## config.mk

```make
export PLATFORM = sky130hd
export DESIGN_NAME = dafx_stereo_gain_flat
export DESIGN_NICKNAME = d
export VERILOG_FILES = /design/src/rtl/dafx_stereo_gain_if.sv /design/src/rtl/dafx_stereo_gain.sv /design/src/flat_wrapper.sv
export SDC_FILE = /design/constraint.sdc
export NUM_CORES = 1
export LEC_CHECK = 0
export ABC_AREA = 1
export CORE_UTILIZATION = 50
export CTS_CLUSTER_DIAMETER = 120
export DETAILED_ROUTE_END_ITERATION = 6
export PLACE_DENSITY_LB_ADDON = 0.12
export SYNTH_ARGS = -nofsm -noshare
export SYNTH_HDL_FRONTEND = slang
export SYNTH_SLANG_ARGS = --single-unit
```

## constraint.sdc

```tcl
create_clock -name clk -period 10.6 [get_ports clk]
set_clock_uncertainty 0.05 [all_clocks]
set_input_delay 2.12 -clock clk [delete_from_list [all_inputs] [get_ports clk]]
set_output_delay 2.12 -clock clk [all_outputs]
set_load 0.005 [all_outputs]
```

## src/rtl/dafx_stereo_gain_if.sv

```systemverilog
// Interleaved stereo sample stream around the gain stage: ingress (ing_*) and egress (egr_*) beats.
// The slave view belongs to the gain stage; the master view is its upstream/downstream environment.
interface dafx_stereo_gain_if #(
    parameter int AUDIO_WIDTH_P = 24
);
    logic [AUDIO_WIDTH_P-1:0] ing_data;
    logic                     ing_valid;
    logic                     ing_ready;
    logic                     ing_last;
    logic [AUDIO_WIDTH_P-1:0] egr_data;
    logic                     egr_valid;
    logic                     egr_ready;
    logic                     egr_last;

    modport slave (
        input  ing_data, ing_valid, ing_last, egr_ready,
        output ing_ready, egr_data, egr_valid, egr_last
    );

    modport master (
        output ing_data, ing_valid, ing_last, egr_ready,
        input  ing_ready, egr_data, egr_valid, egr_last
    );
endinterface

```

## src/rtl/dafx_stereo_gain.sv

```systemverilog
// Per-channel gain and mute for the interleaved stereo DAC stream, with per-frame setting
// snapshot, floor-rounded fixed-point scaling and output saturation.
module dafx_stereo_gain #(
    parameter int AUDIO_WIDTH_P = 24,
    parameter int GAIN_WIDTH_P  = 16,
    parameter int GAIN_Q_BITS_P = 12
) (
    input  logic                    clk,
    input  logic                    rst_n,
    input  logic [GAIN_WIDTH_P-1:0] cfg_gain_left,
    input  logic [GAIN_WIDTH_P-1:0] cfg_gain_right,
    input  logic                    cfg_mute,
    input  logic                    sat_clr,
    dafx_stereo_gain_if.slave       bus,
    output logic [15:0]             sat_count
);
    localparam int PROD_WIDTH = AUDIO_WIDTH_P + GAIN_WIDTH_P;
    localparam logic [GAIN_WIDTH_P-1:0] UNITY_GAIN =
        {{(GAIN_WIDTH_P-1){1'b0}}, 1'b1} << GAIN_Q_BITS_P;

    // Returns {saturated_flag, clamped_sample}.
    function automatic logic [AUDIO_WIDTH_P:0] saturate(input logic signed [PROD_WIDTH-1:0] value);
        logic signed [PROD_WIDTH-1:0] pos_lim;
        logic signed [PROD_WIDTH-1:0] neg_lim;
        pos_lim = {{(PROD_WIDTH-AUDIO_WIDTH_P+1){1'b0}}, {(AUDIO_WIDTH_P-1){1'b1}}};
        neg_lim = {{(PROD_WIDTH-AUDIO_WIDTH_P+1){1'b1}}, {(AUDIO_WIDTH_P-1){1'b0}}};
        if (value > pos_lim) begin
            saturate = {1'b1, 1'b0, {(AUDIO_WIDTH_P-1){1'b1}}};
        end else if (value < neg_lim) begin
            saturate = {1'b1, 1'b1, {(AUDIO_WIDTH_P-1){1'b0}}};
        end else begin
            saturate = {1'b0, value[AUDIO_WIDTH_P-1:0]};
        end
    endfunction

    logic                         s1_valid;
    logic [PROD_WIDTH-1:0]        s1_product;
    logic                         s1_last;
    logic                         s1_mute;
    logic                         frame_start;
    logic [GAIN_WIDTH_P-1:0]      gain_left_act;
    logic [GAIN_WIDTH_P-1:0]      gain_right_act;
    logic                         mute_act;
    logic                         s2_load;
    logic                         s1_load;
    logic                         accept;
    logic                         sat_inc;
    logic [GAIN_WIDTH_P-1:0]      gain_sel;
    logic                         mute_sel;
    logic [PROD_WIDTH-1:0]        product;
    logic signed [PROD_WIDTH-1:0] shifted;
    logic [AUDIO_WIDTH_P:0]       sat_result;

    // Pipeline advance conditions; ready is forced low while in reset.
    always_comb begin
        s2_load = !bus.egr_valid || bus.egr_ready;
        s1_load = !s1_valid || s2_load;
        accept  = bus.ing_valid && rst_n && s1_load;
    end

    assign bus.ing_ready = rst_n && s1_load;

    // First beat of a frame sees the live cfg values, the rest of the frame the snapshot.
    always_comb begin
        if (frame_start) begin
            gain_sel = bus.ing_last ? cfg_gain_right : cfg_gain_left;
            mute_sel = cfg_mute;
        end else begin
            gain_sel = bus.ing_last ? gain_right_act : gain_left_act;
            mute_sel = mute_act;
        end
        // Sign-extended operands: the low PROD_WIDTH bits equal the signed product.
        product    = {{GAIN_WIDTH_P{bus.ing_data[AUDIO_WIDTH_P-1]}}, bus.ing_data}
                   * {{AUDIO_WIDTH_P{gain_sel[GAIN_WIDTH_P-1]}}, gain_sel};
        shifted    = $signed(s1_product) >>> GAIN_Q_BITS_P;
        sat_result = saturate(shifted);
        sat_inc    = s2_load && s1_valid && !s1_mute && sat_result[AUDIO_WIDTH_P];
    end

    // Frame snapshot of gains and mute.
    always_ff @(posedge clk or negedge rst_n) begin
        if (!rst_n) begin
            frame_start    <= 1'b1;
            gain_left_act  <= UNITY_GAIN;
            gain_right_act <= UNITY_GAIN;
            mute_act       <= 1'b0;
        end else if (accept) begin
            frame_start <= bus.ing_last;
            if (frame_start) begin
                gain_left_act  <= cfg_gain_left;
                gain_right_act <= cfg_gain_right;
                mute_act       <= cfg_mute;
            end
        end
    end

    // Stage 1: full-precision product.
    always_ff @(posedge clk or negedge rst_n) begin
        if (!rst_n) begin
            s1_valid   <= 1'b0;
            s1_product <= {PROD_WIDTH{1'b0}};
            s1_last    <= 1'b0;
            s1_mute    <= 1'b0;
        end else if (s1_load) begin
            s1_valid <= accept;
            if (accept) begin
                s1_product <= product;
                s1_last    <= bus.ing_last;
                s1_mute    <= mute_sel;
            end
        end
    end

    // Stage 2: rescale, saturate, mute; held while the output is stalled.
    always_ff @(posedge clk or negedge rst_n) begin
        if (!rst_n) begin
            bus.egr_valid <= 1'b0;
            bus.egr_data  <= {AUDIO_WIDTH_P{1'b0}};
            bus.egr_last  <= 1'b0;
        end else if (s2_load) begin
            bus.egr_valid <= s1_valid;
            if (s1_valid) begin
                bus.egr_data <= s1_mute ? {AUDIO_WIDTH_P{1'b0}} : sat_result[AUDIO_WIDTH_P-1:0];
                bus.egr_last <= s1_last;
            end
        end
    end

    // Saturation event counter, sticky at full scale.
    always_ff @(posedge clk or negedge rst_n) begin
        if (!rst_n) begin
            sat_count <= 16'h0000;
        end else if (sat_clr) begin
            sat_count <= 16'h0000;
        end else if (sat_inc && (sat_count != 16'hFFFF)) begin
            sat_count <= sat_count + 16'h0001;
        end
    end
endmodule

```

## src/flat_wrapper.sv

```systemverilog
// flat-port wrapper written by rule: the top's interface ports become plain ports
module dafx_stereo_gain_flat 
#(
    parameter int AUDIO_WIDTH_P = 24,
    parameter int GAIN_WIDTH_P  = 16,
    parameter int GAIN_Q_BITS_P = 12
)
  (clk, rst_n, cfg_gain_left, cfg_gain_right, cfg_mute, sat_clr, sat_count, bus_ing_data, bus_ing_valid, bus_ing_last, bus_egr_ready, bus_ing_ready, bus_egr_data, bus_egr_valid, bus_egr_last);
  dafx_stereo_gain_if #(.AUDIO_WIDTH_P(AUDIO_WIDTH_P)) bus_i ();
  input  logic clk;
  input  logic rst_n;
  input  logic [GAIN_WIDTH_P-1:0] cfg_gain_left;
  input  logic [GAIN_WIDTH_P-1:0] cfg_gain_right;
  input  logic cfg_mute;
  input  logic sat_clr;
  output logic [15:0] sat_count;
  input wire logic [$bits(bus_i.ing_data)-1:0] bus_ing_data;
  input wire logic [$bits(bus_i.ing_valid)-1:0] bus_ing_valid;
  input wire logic [$bits(bus_i.ing_last)-1:0] bus_ing_last;
  input wire logic [$bits(bus_i.egr_ready)-1:0] bus_egr_ready;
  output wire logic [$bits(bus_i.ing_ready)-1:0] bus_ing_ready;
  output wire logic [$bits(bus_i.egr_data)-1:0] bus_egr_data;
  output wire logic [$bits(bus_i.egr_valid)-1:0] bus_egr_valid;
  output wire logic [$bits(bus_i.egr_last)-1:0] bus_egr_last;
  assign bus_i.ing_data = bus_ing_data;
  assign bus_i.ing_valid = bus_ing_valid;
  assign bus_i.ing_last = bus_ing_last;
  assign bus_i.egr_ready = bus_egr_ready;
  assign bus_ing_ready = bus_i.ing_ready;
  assign bus_egr_data = bus_i.egr_data;
  assign bus_egr_valid = bus_i.egr_valid;
  assign bus_egr_last = bus_i.egr_last;
  dafx_stereo_gain #(.AUDIO_WIDTH_P(AUDIO_WIDTH_P), .GAIN_WIDTH_P(GAIN_WIDTH_P), .GAIN_Q_BITS_P(GAIN_Q_BITS_P)) u_core (.clk(clk), .rst_n(rst_n), .cfg_gain_left(cfg_gain_left), .cfg_gain_right(cfg_gain_right), .cfg_mute(cfg_mute), .sat_clr(sat_clr), .bus(bus_i), .sat_count(sat_count));
endmodule
```

==> results.sh <==
export IMPL_drt_iter0_markers=807
export IMPL_worst_pin_slew_ns=0.9317
export IMPL_syn_area_per_cell_um2=8.062
export IMPL_drive_gt1_share_pct=3.241
export IMPL_io_pins=106
export IMPL_synth_edf_count=0
export IMPL_path_clk_slew_ns=0.08
export IMPL_slew_violations=0
export IMPL_cts_htree_levels=3
export IMPL_gp_congestion=0.9458
export IMPL_layout_min_cycle_time_ns=9.281
export IMPL_synthesis_nets=2855
export IMPL_wl_mm=52.52
export IMPL_min_path_cells=2
export IMPL_met2_usage_pct=48.68
export IMPL_finalHoldViolCount=0
export IMPL_post_synth_top_count_cell="inv_1"
export IMPL_core_area_um2=36700
export IMPL_gr_total_overflow=0
export IMPL_die_h_um=195.5
export IMPL_finalCritPeriodShare_pct=87.55
export IMPL_synth_seq_cells=106
export IMPL_synth_common_cells="inv_1 (553), nand2_1 (469), fa_1 (373)"
export IMPL_crit_arrival_ns=9.49
export IMPL_ant_nets=0
export IMPL_netlist_instances=2323
export IMPL_cp_slowest_cell="fa_1"
export IMPL_cts_tree="done"
export IMPL_portBuffers=105
export IMPL_pre_cts_slack_ns=1.050
export IMPL_drc=0
export IMPL_grt_use_met1_pct=39.32
export IMPL_cts_resized=0
export IMPL_path_max_fanout=19
export IMPL_viasPerCell=5.273
export IMPL_yosysWarningCount=0
export IMPL_drv_cap=0
export IMPL_ys_types=41
export IMPL_cts_max_path_buffers=2
export IMPL_rsz0062_at_grt="false"
export IMPL_cts_sinks=106
export IMPL_critPathCaptureType="register"
export IMPL_wl_per_cell_um=18.47
export IMPL_hold_path_class="reg2reg"
export IMPL_syn2layout_area_growth_pct=9.059
export IMPL_grt_pass1_wl_mm=86.57
export IMPL_cts_buffers=9
export IMPL_synth_largest_area_cell="fa_1"
export IMPL_initial_utilization_pct=51.03
export IMPL_grt_usage_pct=29.64
export IMPL_grt_pass1_vias=16130
export IMPL_grt_max_degree=68
export IMPL_worstSetupStartpointType="input port"
export IMPL_finalSetupViolCount=0
export IMPL_die_w_um=195.5
export IMPL_fill_cells=3520
export IMPL_ys_seq_area_share_pct=14.18
export IMPL_cts_hold_buf=0
export IMPL_antenna_cells=0
export IMPL_post_cts_buffers=0
export IMPL_met3_usage_pct=4.491
export IMPL_top_usage_layer="met2"
export IMPL_status="completed"
export IMPL_ys_top_cells_by_area="fa_1 (40%), dfrtp_1 (14%), inv_1 (11%)"
export IMPL_slowest_delay_ns=0.77
export IMPL_fmax_ghz=0.1078
export IMPL_slew_headroom_pct=37.82
export IMPL_required_ns=10.81
export IMPL_vias=15000
export IMPL_dr_pass1_iters=5
export IMPL_clock_latency_ns=0.36
export IMPL_worstSetupPathType="in2reg"
export IMPL_syn_area_um2=18730
export IMPL_nets=2903
export IMPL_synthArstFlopShare_pct=100.0
export IMPL_fin_ws_ns=1.319
export IMPL_num_rows=70
export IMPL_synth_top_area_share_pct=39.87
export IMPL_reg2reg_depth=26
export IMPL_dp_hpwl_mm=43.33
export IMPL_dieArea_um2=38230
export IMPL_clockRootBuffer="clkbuf_16"
export IMPL_fin_tns_setup_ns=0
export IMPL_grt_antenna_before_repair=0
export IMPL_ys_flop_type="dfrtp_1"
==> placed cells by master (no fill, tap or decap), types with 2 or more instances in the layout <==
master and n:
clkbuf_16 9, a31oi_1 10, buf_4 14, a21oi_1 86, inv_2 25, o21a_1 9, ha_1 96, o21bai_1 3
nor3_1 8, clkdlybuf4s50_1 104, inv_8 3, or2_1 2, nor2_1 250, fa_1 373, dfrtp_1 103, nand3_1 62
dfstp_2 3, inv_1 553, o21ai_0 42, nor4_1 2, nand4_1 5, nand3b_1 2, nand2_2 9, and3_1 4
mux2_1 19, xnor2_1 19, nor2_2 2, a211oi_1 3, clkinv_1 4, xor2_1 5, a21o_1 4, inv_6 2
o21ai_1 59, nand2_4 3, nand3_2 2, nand2_1 469
==> critical path: cells and delay by family <==
kind                       cells  cell delay (ns)
adders and majority gates      7             3.72
buffers and inverters          9             1.84
AOI/OAI and AO/OA              6             0.95
and+or+nand+nor                5             0.83
==> cell families (layout without fill, tap and decap cells) <==
| kind of cell | count (synthesis) | count (layout) | synth area share, % |
|---|---|---|---|
| buffers and inverters | 663 | 716 | 13.42 |
| xor gates and xnor gates | 24 | 24 | 1.122 |
| DFF | 106 | 106 | 14.18 |
| and+or+nand+nor | 821 | 821 | 17.51 |
| AOI/OAI and AO/OA | 221 | 221 | 6.340 |
| adders and majority gates | 469 | 469 | 46.29 |
| muxes | 19 | 19 | 1.142 |
==> stage by stage <==
stage          std cells  instance area (µm²)  util (%)  hold slack (ns)
4_1_cts             2844                20420     55.66           0.4296
3_3_place_gp        2828                20130     54.86           0.4180
3_5_place_dp        2828                20130     54.86           0.4161
5_1_grt             2844                20420     55.66           0.4472
6_report            2844                20420     55.66           0.4278
2_1_floorplan       2323                18730         -           0.3994
==> state kept, by name (all words and copies together) (netlist names), named ones only <==
signal / flops
u_core.bus.egr_valid: 1
u_core.s1_product: 28
u_core.frame_start: 1
u_core.sat_count: 16
u_core.gain_right_act: 16
u_core.s1_valid: 1
u_core.bus.egr_last: 1
u_core.bus.egr_data: 24
u_core.s1_last: 1
u_core.gain_left_act: 16
==> path summary, 6_finish.rpt <==
path | start | end | slack (ns)
max in group asynchronous | rst_n | u_core.s1_product[19]$_DFFE_PN0P_ | 7.52
worst max register to register | u_core.frame_start$_DFFE_PN1P_ | u_core.s1_product[37]$_DFFE_PN0P_ | 3.01
worst max-delay path | bus_ing_last | u_core.s1_product[37]$_DFFE_PN0P_ | 1.32
worst min register to register | u_core.gain_left_act[12]$_DFFE_PN1P_ | u_core.gain_left_act[12]$_DFFE_PN1P_ | 0.43
min in group asynchronous | rst_n | u_core.gain_right_act[4]$_DFFE_PN0P_ | 1.68
worst min-delay path | u_core.gain_left_act[12]$_DFFE_PN1P_ | u_core.gain_left_act[12]$_DFFE_PN1P_ | 0.43
==> routing by layer <==
layer  part of all wire, %  routed length [µm]  up-vias
met3                   6.2                3240      103
met2                    47               24650      514
met1                    42               22290     7472
li1                      -                   -     6907
met5                     0                   0        -
met4                   4.5                2341        0
==> cell type report <==
type	count	area, µm²	area share (%)
Sequential cell	106	2656	13.01
Timing Repair Buffer	118	1146	5.611
Clock buffer	9	225.2	1.103
Clock inverter	7	67.56	0.3308
Tap cell	468	585.6	2.867
Inverter	582	2185	10.70
Multi-Input combinational cell	1554	13560	66.39
Power is left out: the tool's default activity adds up to more than one toggle a clock period on the data nets, which glitch-free logic cannot reach.
